## src/rtl/flash_loader.sv

```systemverilog
// flash_loader: boot-time copier from the serial flash controller word stream into a parallel RAM port.
// Optional checksum verification of the copied image is enabled by defining FLASH_LOADER_CHECKSUM_EN.
`default_nettype none

module flash_loader #(
    parameter int WORD_BITS      = 8,
    parameter int ADDRESS_WORDS  = 2,
    parameter int MEM_ADDR_BITS  = 12,
    parameter int NUM_WORDS      = 256,
    parameter int FLASH_START    = 0,
    parameter int MEM_START      = 0,
    parameter int AUTO_START     = 1,
    parameter int TIMEOUT_CYCLES = 50_000_000
) (
    input  logic                                in_clk,
    input  logic                                in_rst,
    input  logic                                in_start,
    output logic                                out_busy,
    output logic                                out_done,
    output logic                                out_error,
    output logic                                out_flash_enable,
    output logic                                out_flash_read,
    output logic [WORD_BITS*ADDRESS_WORDS-1:0]  out_flash_addr,
    input  logic [WORD_BITS-1:0]                in_flash_data,
    input  logic                                in_flash_word_ready,
`ifdef FLASH_LOADER_CHECKSUM_EN
    input  logic [WORD_BITS-1:0]                in_expected_checksum,
    output logic [WORD_BITS-1:0]                out_checksum,
`endif
    output logic [MEM_ADDR_BITS-1:0]            out_mem_addr,
    output logic [WORD_BITS-1:0]                out_mem_data,
    output logic                                out_mem_write,
    output logic [MEM_ADDR_BITS:0]              out_words_loaded
);

    localparam int FA_BITS = WORD_BITS * ADDRESS_WORDS;
    localparam int TO_BITS = $clog2(TIMEOUT_CYCLES + 1);

    localparam logic [FA_BITS-1:0]       FLASH_ADDR = FA_BITS'(FLASH_START);
    localparam logic [MEM_ADDR_BITS-1:0] MEM_BASE   = MEM_ADDR_BITS'(MEM_START);
    localparam logic [MEM_ADDR_BITS:0]   NUM_TOTAL  = (MEM_ADDR_BITS + 1)'(NUM_WORDS);
    localparam logic [TO_BITS-1:0]       TO_LAST    = TO_BITS'(TIMEOUT_CYCLES - 1);

    typedef enum logic [1:0] {
        S_IDLE  = 2'd0,
        S_READ  = 2'd1,
        S_DONE  = 2'd2,
        S_ERROR = 2'd3
    } state_t;

    state_t                   state_q, state_d;
    logic                     first_q;
    logic [MEM_ADDR_BITS:0]   count_q, count_d;
    logic [TO_BITS-1:0]       timeout_q, timeout_d;
    logic [MEM_ADDR_BITS-1:0] mem_addr_q, mem_addr_d;
    logic [WORD_BITS-1:0]     mem_data_q, mem_data_d;
    logic                     write_q, write_d;
    logic [WORD_BITS-1:0]     sum_q, sum_d;
    logic                     sum_ok;
    logic                     start_load;

    always_ff @(posedge in_clk or negedge in_rst) begin
        if (!in_rst) begin
            state_q    <= S_IDLE;
            first_q    <= 1'b1;
            count_q    <= '0;
            timeout_q  <= '0;
            mem_addr_q <= '0;
            mem_data_q <= '0;
            write_q    <= 1'b0;
            sum_q      <= '0;
        end else begin
            state_q    <= state_d;
            first_q    <= 1'b0;
            count_q    <= count_d;
            timeout_q  <= timeout_d;
            mem_addr_q <= mem_addr_d;
            mem_data_q <= mem_data_d;
            write_q    <= write_d;
            sum_q      <= sum_d;
        end
    end

`ifdef FLASH_LOADER_CHECKSUM_EN
    assign sum_ok       = ((sum_q + in_flash_data) == in_expected_checksum);
    assign out_checksum = sum_q;
`else
    assign sum_ok       = 1'b1;
`endif

    always_comb begin
        state_d    = state_q;
        count_d    = count_q;
        timeout_d  = timeout_q;
        mem_addr_d = mem_addr_q;
        mem_data_d = mem_data_q;
        write_d    = 1'b0;
        sum_d      = sum_q;
        start_load = 1'b0;

        case (state_q)
            S_IDLE: begin
                if (in_start || ((AUTO_START != 0) && first_q)) begin
                    start_load = 1'b1;
                end
            end
            S_DONE, S_ERROR: begin
                if (in_start) begin
                    start_load = 1'b1;
                end
            end
            S_READ: begin
                // A ready pulse takes priority over timeout expiry in the same cycle.
                if (in_flash_word_ready) begin
                    mem_data_d = in_flash_data;
                    mem_addr_d = MEM_BASE + count_q[MEM_ADDR_BITS-1:0];
                    write_d    = 1'b1;
                    count_d    = count_q + 1'b1;
                    timeout_d  = '0;
                    sum_d      = sum_q + in_flash_data;
                    if (count_d == NUM_TOTAL) begin
                        state_d = sum_ok ? S_DONE : S_ERROR;
                    end
                end else if (timeout_q == TO_LAST) begin
                    state_d = S_ERROR;
                end else begin
                    timeout_d = timeout_q + 1'b1;
                end
            end
            default: begin
                state_d = S_IDLE;
            end
        endcase

        if (start_load) begin
            if (NUM_WORDS == 0) begin
                state_d = S_DONE;
            end else begin
                state_d   = S_READ;
                count_d   = '0;
                timeout_d = '0;
                sum_d     = '0;
            end
        end
    end

    assign out_busy         = (state_q == S_READ);
    assign out_flash_enable = (state_q == S_READ);
    assign out_done         = (state_q == S_DONE);
    assign out_error        = (state_q == S_ERROR);
    assign out_flash_read   = 1'b1;
    assign out_flash_addr   = FLASH_ADDR;
    assign out_mem_addr     = mem_addr_q;
    assign out_mem_data     = mem_data_q;
    assign out_mem_write    = write_q;
    assign out_words_loaded = count_q;

endmodule

`default_nettype wire

```

## config.mk

```make
export PLATFORM = sky130hd
export DESIGN_NAME = flash_loader
export DESIGN_NICKNAME = d
export VERILOG_FILES = /design/src/rtl/flash_loader.sv
export SDC_FILE = /design/constraint.sdc
export NUM_CORES = 1
export LEC_CHECK = 0
export BUFFER_PORTS_ARGS = -buffer_cell sky130_fd_sc_hd__buf_2
export CORE_MARGIN = 5
export CORE_UTILIZATION = 45
export CTS_BUF_LIST = sky130_fd_sc_hd__clkbuf_8
export DETAILED_ROUTE_END_ITERATION = 16
export GPL_TIMING_DRIVEN = 0
export HOLD_SLACK_MARGIN = 0.02
export PLACE_DENSITY_LB_ADDON = 0.15
export SKIP_CTS_REPAIR_TIMING = 1
export SLEW_MARGIN = 40
export SYNTH_ARGS = -nofsm -noshare
export SYNTH_HDL_FRONTEND = slang
export SYNTH_SLANG_ARGS = --single-unit
```

## constraint.sdc

```tcl
create_clock -name in_clk -period 3.4 [get_ports in_clk]
set_input_delay 0.34 -clock in_clk [delete_from_list [all_inputs] [get_ports in_clk]]
set_output_delay 0.34 -clock in_clk [all_outputs]
set_load 0.02 [all_outputs]
```

* Word-level counts from Yosys, hierarchy flattened
Index checks and enable logic that the tools add are counted.
** Storage, ports and cells
- Register bits after elaboration :: 63
- Output and inout port bits :: 55
- Input bits :: 12
- Logic and storage cells :: 43
** Operators by class
- $add $sub $neg :: 2
- Equal/unequal tests :: 7
- Multiplexer cells :: 17
- Reduce and logical (&&, ||, !) cells :: 10
** Operators by type and width (count)
- $mux W26 :: 4
- $mux W13 :: 3
- $add A26 B1 Y26 const B :: 1
- $eq A26 B26 Y1 const B :: 1
- $add A13 B1 Y13 const B :: 1
- $eq A13 B9 Y1 const B :: 1
- $mux W2 :: 5
- $reduce_and A2 Y1 :: 3
- $eq A2 B2 Y1 const B :: 2
- $mux W1 :: 4
- $reduce_bool A2 Y1 :: 2
- $ne A3 B1 Y1 const B :: 1
- $ne A3 B3 Y1 const B :: 1
- $reduce_and A3 Y1 :: 1
- $reduce_bool A3 Y1 :: 1
- $eq A2 B1 Y1 const B :: 1
- $logic_not A2 Y1 :: 1
- $pmux W1 S2 :: 1
- $reduce_or A2 Y1 :: 1
- $logic_or A1 B1 Y1 :: 1

* Logic depth before layout (Yosys ltp)
Gate-level depths: netlist of the first run.
- Depth in word-level cells :: 6
- Mapped depth :: 9

* Worst setup path before layout of the first run
Ideal clock, no wire load.
- Kind :: flip-flop to flip-flop
- From :: reg count_q[0] (netlist: out_words_loaded[0])
- To :: reg state_q[0]
- Slack :: 1187 ps
- Cell stages (with the launch flop) :: 8
- Arrival :: 2094 ps
- Required time :: 3281 ps
- Setup time :: 119 ps
- Path buffers :: 1
- Period minus slack after synthesis :: 2213 ps
- Path through :: dfrtp_1 ha_1 clkbuf_1 nand3b_1 a2111o_1 a221oi_1 o2111ai_1 o21a_1
** Between the ends
- Cells in the longest elaborated chain, start to end :: 4
** Ends and longest elaborated chain
- start, declared :: RTL line 53 : logic [MEM_ADDR_BITS:0] count_q, count_d;
- start signal, assigned :: RTL line 75 : count_q <= count_d;
- $add A13 B1 Y13 :: RTL line 118 : count_d = count_q + 1'b1;
- $eq A13 B9 Y1 :: RTL line 121 : if (count_d == NUM_TOTAL) begin
- $ne A3 B1 Y1 (no line)
- $reduce_and A3 Y1 (no line)
- end signal, assigned :: RTL line 73 : state_q <= state_d;
- end, declared :: RTL line 51 : state_t state_q, state_d;
No other way between the ends.
A chain may end at the register's enable or synchronous reset.

* Worst setup path after layout of the first run
Same ends and word-level chain as after synthesis.

==> results.yml, run 1 <==
run_status:
  status: "finished, final reports clean"
route:
  routed_wl_mm: 9.46
  routed_via_density: 5.58
  final_antenna_net_count: 0
  first_iter_violations: 158
  drc: 0
  via_count: 3381
  dr.pass1.iters: 5
  wl_per_cell_um: 15.6
setup_path:
  required_ns: 3.63
  path_cells: "ha_1, clkbuf_1, nand3b_1, a2111o_1, a221oi_1, o2111ai_1, o21a_1"
  critPathBufInv: 1
  worst_path_max_delay_cell: "dfrtp_1"
  arrival_ns: 2.77
  r2r_start: "out_words_loaded[0]"
  cp_top_family: "compound AO/OA/AOI/OAI gates"
  path_class: "reg -> reg"
  worstSetupStartpointType: "register"
  critPathMaxStageDelay_ns: 0.56
  cp_max_fo: 11
  crit_path_end_kind: "register"
  cp-startpoint: "out_words_loaded[0]"
logic_synthesis:
  avgSynthCellArea_um2: 8.74
  synthesis.instances: 419
  synth_warnings: 0
  ys_ff_latch: 63
  synthTopCellsByArea: "dfrtp_1, nand2_1, o21ai_0, buf_4, mux2i_1"
  yosysTopAreaCell: "dfrtp_1"
  synth_top_cells_by_count: "nand2_1, dfrtp_1, o21ai_0"
  synth_area_um2: 3660
  synthFlopType: "dfrtp_1"
  synth_cell_types: 58
  synth.most_common_cell: "nand2_1"
  seq_area_frac_synth_pct: 43.1
  async_reset_ff_share_pct: 100
  synth-edff-count: 0
  synth_top_area_share_pct: 42.3
floorplanning:
  ios: 67
  die-area_um2: 10000
  fp-row-count: 33
  initial_core_util_pct: 45.3
  fp.coreArea_um2: 8090
  die_h_um: 100
  die_w_um: 100
power_and_ir_drop:
  p_int_mw: 1.37
  power.net_switching_mw: 0.641
  ir_worst_vdd_mv: 0.261
  pwr-share-comb_pct: 21.2
  switching_share_pct: 31.9
  seqPwrFrac_pct: 43.1
  power_frac_clock_pct: 35.7
  p_per_area_nw_per_um2: 461
  power_leakage_nw: 2.00
place:
  place_congestion: 0.911
  dp_hpwl_mm: 6.83
  io_buffers: 49
grt:
  track_usage_pct: 19.5
  grt_remaining_overflow: 0
  grt_util_met3_pct: 3.20
  use_met2_pct: 29.3
  grt_pass1_vias: 3121
  use_met1_pct: 28.4
  grt_max_degree: 38
  top_usage_layer: "met2"
  grt_pass1_wl_mm: 15.7
  antenna_found_initial: 0
timing:
  min_period_over_period_pct: 74.6
  rsz0062_at_grt: "false"
  worstMarginPinSlew_ns: 0.626
  finalSetupTns_ns: 0
  min_period_ns: 2.54
  finalClockSkew_ns: 0.0108
  slew_viol_final: 0
  relSlewSlack_pct: 57.9
  timing.fmax_ghz: 0.394
  setup_viol: 0
  finalHoldViolations: 0
clock_network:
  cts_tree: "built"
  clk_path_buf_depth: 2
  cts_root_buf: "clkbuf_8"
  clock-sinks: 63
  cts_made_buffers: 9
  clk_pin_slew_ns: 0.07
  h-tree-depth: 3
  clock_latency_ns: 0.34
cells_and_area:
  final_core_util_pct: 53.8
  fin_nets: 512
  n_antenna_cell: 0
  syn2layout_area_growth_pct: 18.7
  fill_cells: 773
  drive_gt1_share_pct: 19.6
run:
  cap_violations: 0
hold_path:
  hold_start: "in_flash_data[3]"
  min_path_type: "in -> reg"
area by class of cell:
class	instances	area, um^2	share of cell area, %
Inverter	5	18.8	0.431
Multi-Input combinational cell	322	1870	42.9
Timing Repair Buffer	51	278	6.38
Clock inverter	5	73.8	1.70
Buffer	45	267	6.13
Tap cell	105	131	3.02
Clock buffer	10	138	3.16
Sequential cell	63	1580	36.3
registers in the layout (all words and copies together) (netlist names):
name / flops
timeout_q: 26
out_mem_addr: 12
out_words_loaded: 13
out_mem_write: 1
first_q: 1
out_mem_data: 8
state_q: 2
cells in the final DEF (no fill, tap or decap), types with 3 or more instances in the layout:
cell type / count
inv_1: 6
a211oi_1: 3
ha_1: 3
nand2_1: 98
mux2i_1: 11
a21oi_1: 15
and4_1: 6
a2111o_1: 8
dfrtp_1: 62
conb_1: 18
nor3_1: 6
o21a_1: 3
o21ai_0: 29
buf_2: 50
clkbuf_8: 10
nor4_1: 3
a31oi_1: 11
or3_1: 11
and3_1: 6
nand4_1: 17
buf_1: 3
buf_4: 20
clkbuf_1: 19
nor2_1: 12
o31ai_1: 5
nand3_1: 12
and2_1: 6
kinds of logic after synthesis:
kind of cell | after synthesis | share of synthesized area, %
AOI/OAI and AO/OA | 90 | 16.2
xor gates and xnor gates | 3 | 0.717
adders and majority gates | 3 | 1.02
buffers and inverters | 50 | 7.79
DFF | 63 | 43.1
muxes | 12 | 3.31
other | 2 | 0.205
and+or+nand+nor | 196 | 27.7
worst register-to-register path, cell delays in order, from the launching register on:
cell       delay [ns]
dfrtp_1          0.56
ha_1             0.26
clkbuf_1         0.33
nand3b_1         0.12
a2111o_1         0.41
a221oi_1         0.30
o2111ai_1        0.26
o21a_1           0.17
power groups by stage:
stage          Clock (mW)  Sequential (mW)  Combinational [mW]
3_3_place_gp            0            0.878               0.412
2_1_floorplan           0            0.926               0.225
5_1_grt             0.761            0.875               0.469
3_5_place_dp            0            0.878               0.424
6_report            0.717            0.864               0.426
4_1_cts             0.731            0.865               0.425
worst paths after layout:
check / cells after the start / slack (ns) / endpoint
worst max-delay path: 7 / 0.86 / state_q[0]
worst min-delay path: 3 / 0.18 / out_mem_data[3]
worst max register to register: 7 / 0.86 / state_q[0]
worst min register to register: 2 / 0.47 / out_mem_addr[6]
max in group asynchronous: 3 / 2.44 / out_mem_addr[10]
min in group asynchronous: 2 / 0.44 / timeout_q[1]
through the flow:
step                      area (um^2)  cells  total power, mW  worst slack, ns  hold WS [ns]
after floorplan                  3720    435             1.15             1.19        0.0444
after global placement           4100    589             1.29            0.868         0.455
after detailed placement         4120    590             1.30            0.877         0.284
after CTS                        4330    605             2.02            0.857       -0.0907
after global routing             4350    606             2.11            0.672         0.183
final                            4350    606             2.01            0.862         0.182
layer usage:
layer | vias to the layer above | wire length, um
met4 | 0 | 144
met2 | 112 | 4280
met5 | - | 0
met1 | 1619 | 4540
li1 | 1638 | -
met3 | 12 | 505
No activity file was read; power rests on OpenSTA's default activity.
==> run 2, diff against run 1 <==
--- a/config.mk
+++ b/config.mk
@@ -5,6 +5,7 @@
 export SDC_FILE = /design/constraint.sdc
 export NUM_CORES = 1
 export LEC_CHECK = 0
+export ABC_AREA = 1
 export BUFFER_PORTS_ARGS = -buffer_cell sky130_fd_sc_hd__buf_2
 export CORE_MARGIN = 5
 export CORE_UTILIZATION = 45
==> constraint.sdc (replaced) <==
create_clock -name in_clk -period 2.4 [get_ports in_clk]
set_input_delay 0.24 -clock in_clk [delete_from_list [all_inputs] [get_ports in_clk]]
set_output_delay 0.24 -clock in_clk [all_outputs]
set_load 0.02 [all_outputs]
==> run 2 against run 1 <==
  * Via count decreased by 0.65%
  * Global-route usage is 0.23 points higher
  * Hold slack lost 0.084 ns
  * Clock-buffer cell count rose by 1
  * Die area is essentially flat
  * Clock power rose by 46%
  * Critical path type unchanged
==> results.yml, run 2 <==
timing:
  finalClockSkew_ns: 0.00761
  min_period_over_period_pct: 85.1
  finalSetupTns_ns: 0
  finalHoldViolations: 0
  min_period_ns: 2.04
  rsz0062_at_grt: "false"
  timing.fmax_ghz: 0.490
  slew_viol_final: 0
  hold_ws_ns: 0.0978
  setup_viol: 0
grt:
  track_usage_pct: 19.7
  antenna_found_initial: 0
  grt_util_met3_pct: 6.05
  use_met2_pct: 30.0
  grt_pass1_vias: 3322
  grt_pass1_wl_mm: 15.9
  top_usage_layer: "met2"
  grt_remaining_overflow: 0
  use_met1_pct: 27.2
  grt_max_degree: 42
place:
  io_buffers: 48
  place_congestion: 0.934
  placed_area_um2: 4120
  placed_cells: 678
  dp_hpwl_mm: 6.83
logic_synthesis:
  synth-edff-count: 0
  synthTopCellsByArea: "dfrtp_1, nand2_1, nor2_1, inv_1, nand3_1"
  synth_warnings: 0
  synth_area_um2: 3670
  ys_ff_latch: 63
  synth_cell_types: 33
  synth.most_common_cell: "nand2_1"
  yosysTopAreaCell: "dfrtp_1"
  avgSynthCellArea_um2: 7.22
  async_reset_ff_share_pct: 100
  synthFlopType: "dfrtp_1"
  seq_area_frac_synth_pct: 43.0
  synth_top_area_share_pct: 42.3
  synthesis.instances: 508
  synth_top_cells_by_count: "nand2_1, nor2_1, dfrtp_1"
clock_network:
  h-tree-depth: 3
  clk_path_buf_depth: 2
  clock-sinks: 63
  cts_made_buffers: 9
  cts_tree: "built"
  clk_pin_slew_ns: 0.07
  cts_root_buf: "clkbuf_8"
  clock_latency_ns: 0.34
run_status:
  status: "finished, final reports clean"
floorplanning:
  fp.coreArea_um2: 8090
  fp-row-count: 33
  die-area_um2: 10100
  ios: 67
  initial_core_util_pct: 45.3
  die_h_um: 100
  die_w_um: 100
route:
  routed_wl_mm: 9.24
  first_iter_violations: 217
  wl_per_cell_um: 13.3
  routed_via_density: 4.83
  via_count: 3359
  final_antenna_net_count: 0
  dr.pass1.iters: 4
  drc: 0
cells_and_area:
  drive_gt1_share_pct: 20.5
  mostFrequentLayoutCell: "nand2_1"
  fill_cells: 819
  finalNonFillerCells: 695
  syn2layout_area_growth_pct: 18.8
  final_cell_mix: "nand2_1, nor2_1, dfrtp_1, buf_2, inv_1"
  design_area_um2: 4360
  regMostFlops: "timeout_q"
  largest_register_ffs: 26
  n_antenna_cell: 0
  fin_nets: 600
setup_path:
  critPathBufInv: 0
  worstSetupStartpointType: "register"
  crit_path_end_kind: "register"
  cp_max_fo: 9
  crit_top_cell: "nand2_1"
  worst_path_max_delay_cell: "dfrtp_1"
  arrival_ns: 2.27
  cp.depth: 12
  required_ns: 2.63
  path_cells: "ha_1, nand2_1, nor2_2, nand2_1, nand2_1, nand2_1, nor2_1, nand2_1, nor2_1, nand3_1, nand3_1, nand2_1"
  critPathMaxStageDelay_ns: 0.58
  path_class: "reg -> reg"
  cp_top_family: "simple AND/OR/NAND/NOR gates"
  ff2ff_path_depth: 12
power_and_ir_drop:
  ir_worst_vdd_mv: 0.687
  power.total_mw: 3.84
  power_leakage_nw: 2.13
  p_per_area_nw_per_um2: 882
run:
  cap_violations: 0
hold_path:
  min_path_type: "in -> reg"
  hold_depth: 3
==> run 2: changes by cell type after synthesis, sizes merged, moves of 11 or more <==
| cell | before | now |
|---|---|---|
| inv | 5 | 53 |
| nand4 | 17 | 6 |
| mux2i | 11 | 0 |
| nor2 | 12 | 70 |
| clkbuf | 19 | 2 |
| or3 | 11 | 0 |
| nand2 | 98 | 163 |
| nand3 | 12 | 34 |
| a31oi | 11 | 0 |
==> run 2: per-stage QoR <==
stage / setup slack [ns] / util, %
after floorplan: 0.637 / -
after global placement: 0.434 / 50.6
after detailed placement: 0.392 / 50.9
after CTS: 0.370 / 53.7
after global routing: 0.129 / 53.8
final: 0.358 / 53.8
==> run 2: report_power, final <==
group | leakage [nW] | internal [mW] | total, mW | switching [mW]
combinational | 1.16 | 0.428 | 1.39 | 0.964
sequential | 0.846 | 1.24 | 1.40 | 0.157
clock | 0.122 | 0.633 | 1.05 | 0.417
total | 2.13 | 2.30 | 3.84 | 1.54
==> run 2: layout make-up <==
class / instances / area [um^2] / share of cell area, %
repair buffers: 50 / 273 / 6.26
clock buffers: 11 / 151 / 3.48
flip-flops and latches: 63 / 1580 / 36.2
clock inverters: 5 / 72.6 / 1.67
multi-input cells: 377 / 1740 / 39.8
inverters: 54 / 203 / 4.65
well taps: 105 / 131 / 3.02
plain buffers: 30 / 211 / 4.85
==> run 2: worst reg2reg max path: cells and delay by family (launching register included) <==
kind | cells | cell delay, ns
AND/OR/NAND/NOR | 11 | 1.07
adder cells (fa/ha/maj) | 1 | 0.27
flip-flops | 1 | 0.58
==> run 2: worst paths after layout <==
kind	endpoint	from	slack, ns
setup / recovery	state_q[1]	out_words_loaded[0]	0.36
hold / removal	out_mem_data[0]	in_flash_data[0]	0.1
setup reg to reg	state_q[1]	out_words_loaded[0]	0.36
hold reg to reg	out_mem_data[5]	out_mem_data[5]	0.47
max in group asynchronous	first_q	in_rst	1.47
min in group asynchronous	out_words_loaded[9]	in_rst	0.34
==> run 2: metal layers <==
| metal | share of wire (%) | up-vias |
|---|---|---|
| met5 | 0 | - |
| met4 | 1.2 | 0 |
| met3 | 6.9 | 11 |
| met2 | 45 | 102 |
| met1 | 47 | 1514 |
| li1 | - | 1732 |
==> run 2: kinds of logic after synthesis <==
kind of cell	count (synthesis)	share of synthesized area [%]
other	2	0.205
XOR/XNOR	10	2.39
buffers and inverters	84	11.3
AND/OR/NAND/NOR	293	34.3
flip-flops	63	43.0
AO/OA/AOI/OAI	53	7.78
adder cells (fa/ha/maj)	3	1.02
==> run 3, diff against run 2 <==
--- a/config.mk
+++ b/config.mk
@@ -5,11 +5,11 @@
 export SDC_FILE = /design/constraint.sdc
 export NUM_CORES = 1
 export LEC_CHECK = 0
-export ABC_AREA = 1
+export ABC_AREA = 0
 export BUFFER_PORTS_ARGS = -buffer_cell sky130_fd_sc_hd__buf_2
 export CORE_MARGIN = 5
 export CORE_UTILIZATION = 45
-export CTS_BUF_LIST = sky130_fd_sc_hd__clkbuf_8
+export CTS_BUF_LIST = sky130_fd_sc_hd__clkbuf_4 sky130_fd_sc_hd__clkbuf_8
 export DETAILED_ROUTE_END_ITERATION = 16
 export GPL_TIMING_DRIVEN = 0
 export HOLD_SLACK_MARGIN = 0.02
==> run 3 against run 2 <==
  * Utilization up 0.63 points
  * Hold slack worse by 0.014 ns
  * Largest cell class unchanged
  * Highest routed layer unchanged
  * Largest power group unchanged
  * Critical endpoint is now timeout_q[17]
  * Sequential share of layout area down 0.36 points
  * Die area about the same
  * Fmax down 8.6%
  * Total power down 25%
  * Critical path depth down 5
  * Wire length up 3.0%
  * Sequential power down 13%
  * Combinational power down 54%
==> results.yml, run 3 (same netlist as run 1, synthesis figures left out) <==
hold_path:
  min_path_type: "in -> reg"
clock_network:
  cts_made_buffers: 9
  cts_root_buf: "clkbuf_8"
  cts_tree: "built"
  h-tree-depth: 3
  clk_pin_slew_ns: 0.07
  clock-sinks: 63
  clock_latency_ns: 0.34
  clk_path_buf_depth: 2
setup_path:
  path_cells: "or4_4, nor4_4, a21o_1, buf_6, buf_4, a21oi_1, o21a_1"
  worstSetupStartpointType: "register"
  cp_top_family: "simple AND/OR/NAND/NOR gates"
  worst_path_max_delay_cell: "or4_4"
  critPathBufInv: 2
  required_ns: 2.63
  critPathMaxStageDelay_ns: 0.56
  arrival_ns: 2.46
  path_class: "reg -> reg"
  cp_max_fo: 10
  crit_path_end_kind: "register"
floorplanning:
  initial_core_util_pct: 45.3
  fp-row-count: 33
  die_h_um: 100
  ios: 67
  fp.coreArea_um2: 8090
  die_w_um: 100
  die-area_um2: 10000
cells_and_area:
  fill_cells: 770
  n_antenna_cell: 0
  drive_gt1_share_pct: 22.6
  largest_register_ffs: 26
  mostFrequentLayoutCell: "nand2_1"
  syn2layout_area_growth_pct: 20.3
  ff_latch_area_um2: 1580
  final_cell_mix: "nand2_1, dfrtp_1, buf_2, o21ai_0, buf_4"
  design_area_um2: 4410
  fin_nets: 515
  multi_input_area_um2: 1890
  regMostFlops: "timeout_q"
route:
  via_count: 3385
  final_antenna_net_count: 0
  routed_wl_mm: 9.52
  dr.pass1.iters: 5
  drc: 0
  routed_via_density: 5.56
  first_iter_violations: 192
  wl_per_cell_um: 15.6
power_and_ir_drop:
  p_per_area_nw_per_um2: 655
  ir_worst_vdd_mv: 0.402
  power_leakage_nw: 2.03
timing:
  finalHoldViolations: 0
  min_period_ns: 2.23
  relSlewSlack_pct: 57.6
  setup_viol: 0
  finalSetupTns_ns: 0
  finalClockSkew_ns: 0.00979
  worstMarginPinSlew_ns: 0.629
  rsz0062_at_grt: "false"
  min_period_over_period_pct: 93.0
  timing.fmax_ghz: 0.448
  slew_viol_final: 0
place:
  dp_hpwl_mm: 6.83
  io_buffers: 49
  place_congestion: 0.911
  placed_area_um2: 4120
run_status:
  status: "finished, final reports clean"
grt:
  antenna_found_initial: 0
  grt_max_degree: 38
  track_usage_pct: 19.5
  grt_pass1_vias: 3121
  grt_pass1_wl_mm: 15.7
  grt_remaining_overflow: 0
run:
  cap_violations: 0
run 3: cell count changes in the layout (fill, tap and decap cells not counted), sizes merged, moves of 9 or more:
cell / previous run / this run
clkbuf: 13 / 30
or3: 0 / 11
nand4: 6 / 17
a31oi: 0 / 11
mux2i: 0 / 11
inv: 55 / 5
nand3: 34 / 12
nand2: 163 / 98
nor2: 70 / 12
o21ai: 39 / 30
nor3: 16 / 6
run 3: final timing paths:
| check | endpoint | cells after the start | startpoint | slack (ns) |
|---|---|---|---|---|
| worst max register to register | timeout_q[17] | 7 | timeout_q[18] | 0.17 |
| max in group asynchronous | out_words_loaded[0] | 3 | in_rst | 1.53 |
| worst max-delay path | timeout_q[17] | 7 | timeout_q[18] | 0.17 |
| worst min-delay path | out_mem_data[3] | 3 | in_flash_data[3] | 0.08 |
| worst min register to register | out_mem_addr[6] | 2 | out_mem_addr[6] | 0.47 |
| min in group asynchronous | timeout_q[1] | 2 | in_rst | 0.34 |
run 3: power breakdown:
group,total [mW],switching [mW],internal [mW]
clock network,1.03,0.410,0.616
logic,0.641,0.424,0.217
registers,1.22,0.0756,1.14
run 3: worst min-delay path: cells and delay by family:
| kind | cells | cell delay [ns] |
|---|---|---|
| buffers and inverters | 1 | 0.07 |
| and+or+nand+nor | 2 | 0.08 |
run 3: metal layers:
metal	up-vias	GRT usage (%)	share of wire [%]
li1	1644	-	-
met1	1624	28.4	47
met2	103	29.3	46
met3	14	3.20	5.0
met4	0	7.05	1.8
met5	-	0	0
run 3: cell type report:
type,instances,area share [%]
flip-flops and latches,63,35.9
clock buffers,11,3.29
repair buffers,54,6.81
well taps,105,2.98
multi-input cells,322,42.8
plain buffers,45,6.19
clock inverters,4,1.59
inverters,5,0.426
run 3: through the flow:
step / hold WS, ns / cells / setup slack [ns] / total power, mW / util [%]
4_1_cts: -0.191 / 605 / -0.143 / 2.88 / 53.6
3_3_place_gp: 0.429 / 589 / -0.132 / 1.83 / 50.7
5_1_grt: 0.0833 / 609 / 0.0141 / 3.03 / 54.5
3_5_place_dp: 0.184 / 590 / -0.123 / 1.84 / 50.9
6_report: 0.0842 / 609 / 0.167 / 2.88 / 54.5
2_1_floorplan: -0.0556 / 435 / 0.187 / 1.63 / -
